===== config.mk =====
export PLATFORM = sky130hd
export DESIGN_NAME = core_c1_trap_ctrl
export DESIGN_NICKNAME = d
export VERILOG_FILES = /design/src/rtl/core_c1_trap_ctrl.sv
export SDC_FILE = /design/constraint.sdc
export NUM_CORES = 1
export LEC_CHECK = 0
export ABC_AREA = 0
export CAP_MARGIN = 20
export CORE_UTILIZATION = 50
export DETAILED_ROUTE_END_ITERATION = 8
export GPL_ROUTABILITY_DRIVEN = 0
export HOLD_SLACK_MARGIN = 0.15
export PLACE_DENSITY = 0.74
export SYNTH_ARGS = -nofsm -noshare
export SYNTH_HDL_FRONTEND = slang
export SYNTH_SLANG_ARGS = --single-unit

===== constraint.sdc =====
create_clock -name clk -period 4 [get_ports clk]
set_input_delay 1 -clock clk [delete_from_list [all_inputs] [get_ports clk]]
set_output_delay 1 -clock clk [all_outputs]
set_load 0.005 [all_outputs]

===== src/rtl/core_c1_trap_ctrl.sv =====
// Machine-mode trap controller: takes traps and mret at the commit boundary and redirects fetch.
// Build option C1_TRAP_VECTORED_EN enables a writable mtvec MODE and vectored interrupt targets.
//
// state      | meaning
// IDLE       | watching the commit boundary for exception / interrupt / mret
// TRAP_REDIR | one-cycle redirect to the trap handler, trap_taken pulse
// MRET_REDIR | one-cycle redirect back to mepc
module core_c1_trap_ctrl #(
    parameter logic [31:0] MTVEC_RESET = 32'h0000_0000
) (
    input  logic        clk,
    input  logic        rst_n,
    input  logic        interrupt_in,
    input  logic [7:0]  interrupt_code_in,
    input  logic        exception_in,
    input  logic [7:0]  exception_code_in,
    input  logic [31:0] exception_tval_in,
    input  logic        instr_valid_in,
    input  logic [31:0] instr_pc_in,
    input  logic        mret_in,
    input  logic        csr_wr_en,
    input  logic [11:0] csr_addr,
    input  logic [31:0] csr_wdata,
    output logic [31:0] csr_rdata,
    output logic        flush_out,
    output logic        redirect_valid_out,
    output logic [31:0] redirect_pc_out,
    output logic        trap_taken_out
);
    localparam logic [11:0] A_MSTATUS  = 12'h300;
    localparam logic [11:0] A_MIE      = 12'h304;
    localparam logic [11:0] A_MTVEC    = 12'h305;
    localparam logic [11:0] A_MSCRATCH = 12'h340;
    localparam logic [11:0] A_MEPC     = 12'h341;
    localparam logic [11:0] A_MCAUSE   = 12'h342;
    localparam logic [11:0] A_MTVAL    = 12'h343;
    localparam logic [11:0] A_MIP      = 12'h344;

    typedef enum logic [1:0] {IDLE, TRAP_REDIR, MRET_REDIR} state_t;
    state_t state_q, state_d;

    logic        status_mie_q, status_mpie_q;
    logic [2:0]  mie_en_q;          // enables for codes 3, 7, 11
    logic [29:0] mtvec_base_q;
    logic [31:0] mscratch_q, mepc_q, mcause_q, mtval_q;
    logic [31:0] redirect_pc_q;
    logic [31:0] mtvec_rd, trap_target;
    logic [2:0]  mip_bits;
    logic        int_en_sel, int_ok;
    logic        take_exc, take_int, take_mret, take_trap;

`ifdef C1_TRAP_VECTORED_EN
    logic mtvec_mode_q;
    assign mtvec_rd = {mtvec_base_q, 1'b0, mtvec_mode_q};
`else
    assign mtvec_rd = {mtvec_base_q, 2'b00};
`endif

    always_comb begin
        mip_bits   = 3'b000;
        int_en_sel = 1'b0;
        case (interrupt_code_in)
            8'd3:    begin mip_bits[0] = interrupt_in; int_en_sel = mie_en_q[0]; end
            8'd7:    begin mip_bits[1] = interrupt_in; int_en_sel = mie_en_q[1]; end
            8'd11:   begin mip_bits[2] = interrupt_in; int_en_sel = mie_en_q[2]; end
            default: ;
        endcase
    end

    assign int_ok    = interrupt_in & status_mie_q & int_en_sel;
    assign take_exc  = (state_q == IDLE) & instr_valid_in & exception_in;
    assign take_int  = (state_q == IDLE) & instr_valid_in & ~exception_in & int_ok;
    assign take_mret = (state_q == IDLE) & instr_valid_in & ~exception_in & ~int_ok & mret_in;
    assign take_trap = take_exc | take_int;
    assign flush_out = take_trap | take_mret;

    always_comb begin
        trap_target = {mtvec_base_q, 2'b00};
`ifdef C1_TRAP_VECTORED_EN
        if (take_int && mtvec_mode_q)
            trap_target = {mtvec_base_q, 2'b00} + {22'b0, interrupt_code_in, 2'b00};
`endif
    end

    always_comb begin
        state_d = IDLE;
        if (state_q == IDLE) begin
            if (take_trap)
                state_d = TRAP_REDIR;
            else if (take_mret)
                state_d = MRET_REDIR;
        end
    end

    always_ff @(posedge clk or negedge rst_n) begin
        if (!rst_n) begin
            state_q       <= IDLE;
            redirect_pc_q <= 32'h0;
        end else begin
            state_q <= state_d;
            if (take_trap)
                redirect_pc_q <= trap_target;
            else if (take_mret)
                redirect_pc_q <= mepc_q;
        end
    end

    assign redirect_valid_out = (state_q != IDLE);
    assign trap_taken_out     = (state_q == TRAP_REDIR);
    assign redirect_pc_out    = redirect_pc_q;

    // CSR writes land first; trap/mret updates below override the fields they own.
    always_ff @(posedge clk or negedge rst_n) begin
        if (!rst_n) begin
            status_mie_q  <= 1'b0;
            status_mpie_q <= 1'b0;
            mie_en_q      <= 3'b000;
            mtvec_base_q  <= MTVEC_RESET[31:2];
`ifdef C1_TRAP_VECTORED_EN
            mtvec_mode_q  <= (MTVEC_RESET[1:0] == 2'b01);
`endif
            mscratch_q    <= 32'h0;
            mepc_q        <= 32'h0;
            mcause_q      <= 32'h0;
            mtval_q       <= 32'h0;
        end else begin
            if (csr_wr_en) begin
                case (csr_addr)
                    A_MSTATUS: begin
                        status_mie_q  <= csr_wdata[3];
                        status_mpie_q <= csr_wdata[7];
                    end
                    A_MIE:      mie_en_q <= {csr_wdata[11], csr_wdata[7], csr_wdata[3]};
                    A_MTVEC: begin
                        mtvec_base_q <= csr_wdata[31:2];
`ifdef C1_TRAP_VECTORED_EN
                        mtvec_mode_q <= (csr_wdata[1:0] == 2'b01);
`endif
                    end
                    A_MSCRATCH: mscratch_q <= csr_wdata;
                    A_MEPC:     mepc_q     <= csr_wdata & 32'hFFFF_FFFC;
                    A_MCAUSE:   mcause_q   <= csr_wdata;
                    A_MTVAL:    mtval_q    <= csr_wdata;
                    default: ;
                endcase
            end
            if (take_trap) begin
                mepc_q        <= instr_pc_in & 32'hFFFF_FFFC;
                mcause_q      <= take_exc ? {24'b0, exception_code_in}
                                          : {1'b1, 23'b0, interrupt_code_in};
                mtval_q       <= take_exc ? exception_tval_in : 32'h0;
                status_mpie_q <= status_mie_q;
                status_mie_q  <= 1'b0;
            end else if (take_mret) begin
                status_mie_q  <= status_mpie_q;
                status_mpie_q <= 1'b1;
            end
        end
    end

    always_comb begin
        csr_rdata = 32'h0;
        case (csr_addr)
            A_MSTATUS:  csr_rdata = {19'b0, 2'b11, 3'b0, status_mpie_q, 3'b0, status_mie_q, 3'b0};
            A_MIE:      csr_rdata = {20'b0, mie_en_q[2], 3'b0, mie_en_q[1], 3'b0, mie_en_q[0], 3'b0};
            A_MTVEC:    csr_rdata = mtvec_rd;
            A_MSCRATCH: csr_rdata = mscratch_q;
            A_MEPC:     csr_rdata = mepc_q;
            A_MCAUSE:   csr_rdata = mcause_q;
            A_MTVAL:    csr_rdata = mtval_q;
            A_MIP:      csr_rdata = {20'b0, mip_bits[2], 3'b0, mip_bits[1], 3'b0, mip_bits[0], 3'b0};
            default:    csr_rdata = 32'h0;
        endcase
    end
endmodule


==> impl_results.md <==
* Reg2Reg Capture Point: redirect_pc_out[3]$_DFFE_PN0P_
* Die X at 140 µm
* CTS tree: built
* Drt drc at 0
* Vias in the first global route at 8360
* Worst vdd ir at 0.290 mV
* Leakage at 5.88 nW
* Die ar. at 19600 µm²
* Main combinational cell family by area after synthesis: compound AO/OA/AOI/OAI gates
* H-Tree Depth at 4
* Most used cell, CP: buf_4
* Total power at 0.00472 W
* DRT Pass-1 Iters at 5
* Syn Inst Count at 899
* Reg2reg setup slack at 1.48 ns
* Inst Count DP at 1306
* Vias per cell at 6.06
* Antenna-violating nets left at 0
* HP Start: mscratch_q[9]$_DFFE_PN0P_
* Final Hold Fails at 0
* Proportion of layout cells with a drive suffix above 1 at 19.1%
* Reg-to-Reg Start: mie_en_q[1]$_DFFE_PN0P_
* Tcrit/Tclk final at 99.7%
* Hpwl dp at 18200 µm
* Peak Freq at 0.251 GHz
* Max stage delay cell, worst path: or4_4
* Initial antenna violation count at 0
* Post-Synth Adder-Cell Area at 0%
* Area growth, synth to finish at 35.2%
* Critical Path AT at 2.99 ns
* Post-synthesis mux area share at 15.7%
* Core Area at 18700 µm²
* Hold EP: mscratch_q[9]$_DFFE_PN0P_
* Clock share of power at 34.9%
* Critical path's largest stage delay at 0.52 ns
* Tightest Pin Transition at 0.800 ns
* Layout fillers at 1403
* Post-synth top area cell: dfrtp_1
* Endpoint class of the critical path: output pin
* Worst Hold Class: reg2reg
* CTS root buffer: clkbuf_16
* DRT iter0 DRCs at 728
* Core Rows at 50
* Critical path cell sequence: dlygate4sd2_1 -> or4_4 -> nor3b_4 -> buf_4 -> buf_4 -> buf_4 -> buf_4 -> buf_4 -> a22oi_2 -> o221ai_1 -> buf_2
* Gr usage total at 31.1%
* CTS Buf Count at 17
* Slew margin rel. at 46.7%
* XOR/XNOR share of the synthesized area at 0%
* Sum Neg Setup Slack at 0 ns
* Flop pwr share at 48.7%
* I/O pins at 198
* Dominant cells by area after synthesis: dfrtp_1 51%, mux2_2 6.7%, mux2i_1 6.7%
* Crit Path Max Fanout at 3
* Synth Warn # at 0
* Int Pwr at 0.00342 W
* Simple-Gate Fraction of Synth Area at 12.8%
* Min-Delay Path Depth at 1
* Nets at 1246
* Non-filler cells, final at 1362
* Clock Latency Late Sink at 0.43 ns
* Post-synth EDFFs at 0
* Comb power frac at 16.4%
* Max-cap violations at 0
* Compound-gate portion of the synthesized area at 16.9%
* Switch Pwr at 0.00130 W
* WL/cell at 21.7 µm
* Starting Density at 50.8%
* Pwr per Cell Area at 367 nW/µm²
* Crit start category: primary input
* Yosys reg bits at 193
* # clock sinks at 193
* Input/output buffers at 193
* Avg Inst Size Synth at 10.6 µm²
* Worst Skew at 0.00886 ns
* Main synth FF type: dfrtp_1
* Util after Layout at 68.7%
* Final wirelength at 29600 µm
* Final Slew Violations at 0
* Setup violations, final at 0
* Post-synth top cells: 193 x dfrtp_1, 101 x nand2_1, 94 x nor2_1
* Mapped Area at 9510 µm²
* Routed via count at 8257
* First-pass GRT wire length at 46500 µm
* Clock-pin slew on the worst setup and hold paths at 0.07 ns
* Clk buf depth at 2
* Unique masters post-synth at 50
* Period minus WS final at 3.99 ns
* Cell with the most instances after synthesis: dfrtp_1
* Switch share at 27.6%
* Critical path type: in2out
* Worst Reg2Reg Path Length in Cells at 7
* Hold WS at 0.492 ns
* Largest net degree at the start of global routing at 128
* Ys async rst share at 100%
* Gr ovfl total at 0
* Status: complete, no violations
* N_diodes at 0
* Seq/Total Area, Yosys at 50.8%
* Die span in y at 140 µm
* Yosys top cell area share at 50.8%
* Critical path required time at 3.00 ns
==> power groups by stage <==
stage / clock network (W) / logic, W / registers [W]
finish: 0.00165 / 0.000776 / 0.00230
global route: 0.00175 / 0.000843 / 0.00232
CTS: 0.00166 / 0.000776 / 0.00229
detailed placement: 0 / 0.000767 / 0.00233
global placement: 0 / 0.000751 / 0.00232
floorplan: 0 / 0.000367 / 0.00229
==> critical path, delay by kind of cell <==
| kind | cells | cell delay [ns] |
|---|---|---|
| compound gates | 2 | 0.29 |
| buf+inv | 7 | 0.95 |
| simple gates | 2 | 0.75 |
==> what timing repair did <==
action	4_1_cts	5_1_grt
cloned	3	0
hold buffers	0	0
pin swaps	8	9
resized for setup	75	30
setup endpoints to repair	30	21
setup buffers	19	3
==> final cells by class <==
class / instances / area (µm²) / area share, %
Tap cell: 234 / 293 / 2.28
Timing Repair Buffer: 270 / 2690 / 20.9
Clock buffer: 17 / 425 / 3.31
Sequential cell: 193 / 4830 / 37.6
Inverter: 4 / 15.0 / 0.117
Multi-Input combinational cell: 629 / 4470 / 34.7
Clock inverter: 15 / 145 / 1.13
==> state kept, by name, indices dropped and copies added, names as in the netlist <==
signal	cells
redirect_pc_out	30
mscratch_q	32
mcause_q	32
mie_en_q	3
status_mie_q	1
mtvec_base_q	30
status_mpie_q	1
mepc_q	30
mtval_q	32
state_q	2
==> logic make-up after synthesis <==
kind of cell	Yosys count
AND/OR/NAND/NOR	263
AO/OA/AOI/OAI	228
flip-flops	193
multiplexers	136
buffers and inverters	78
other	1
==> metal layers <==
layer	vias to the layer above	global-route usage [%]	part of all wire, %
met5	-	0	0
li1	3714	-	-
met4	0	11.3	2.5
met1	4115	43.0	44
met3	52	5.57	7.0
met2	376	49.1	47
==> how the worst max path moves through the flow <==
stage | startpoint | end | slack, ns | depth (start not counted)
5_1_grt | csr_addr[6] | csr_rdata[3] | -0.03 | 11
4_1_cts | csr_addr[4] | csr_rdata[27] | -0.04 | 7
6_report | csr_addr[6] | csr_rdata[3] | 0.01 | 11
2_1_floorplan | csr_addr[10] | csr_rdata[11] | 0.47 | 5
3_3_place_gp | csr_addr[5] | csr_rdata[17] | -0.41 | 7
3_5_place_dp | csr_addr[5] | csr_rdata[17] | -0.44 | 7
==> cell usage in the layout, fill, tap and decap left out, types with 7 or more instances in the layout <==
master	Yosys	layout
a21oi_1	80	80
a221o_1	56	56
a2bb2oi_1	32	32
and3_1	36	34
buf_12	0	14
buf_2	26	9
buf_4	2	55
clkbuf_16	0	17
clkbuf_2	0	7
clkdlybuf4s50_1	0	151
dfrtp_1	193	193
dlygate4sd2_1	0	15
mux2_1	11	11
mux2_2	57	57
mux2i_1	64	64
nand2_1	101	100
nor2_1	94	93
o21ai_0	38	38
==> through the flow <==
stage,cell area (µm²),setup slack (ns)
floorplan,9520,0.468
global placement,12000,-0.406
detailed placement,12000,-0.441
CTS,12800,-0.0363
global route,12900,-0.0276
finish,12900,0.0128
Note: power is estimated with default switching activity, not from simulation.
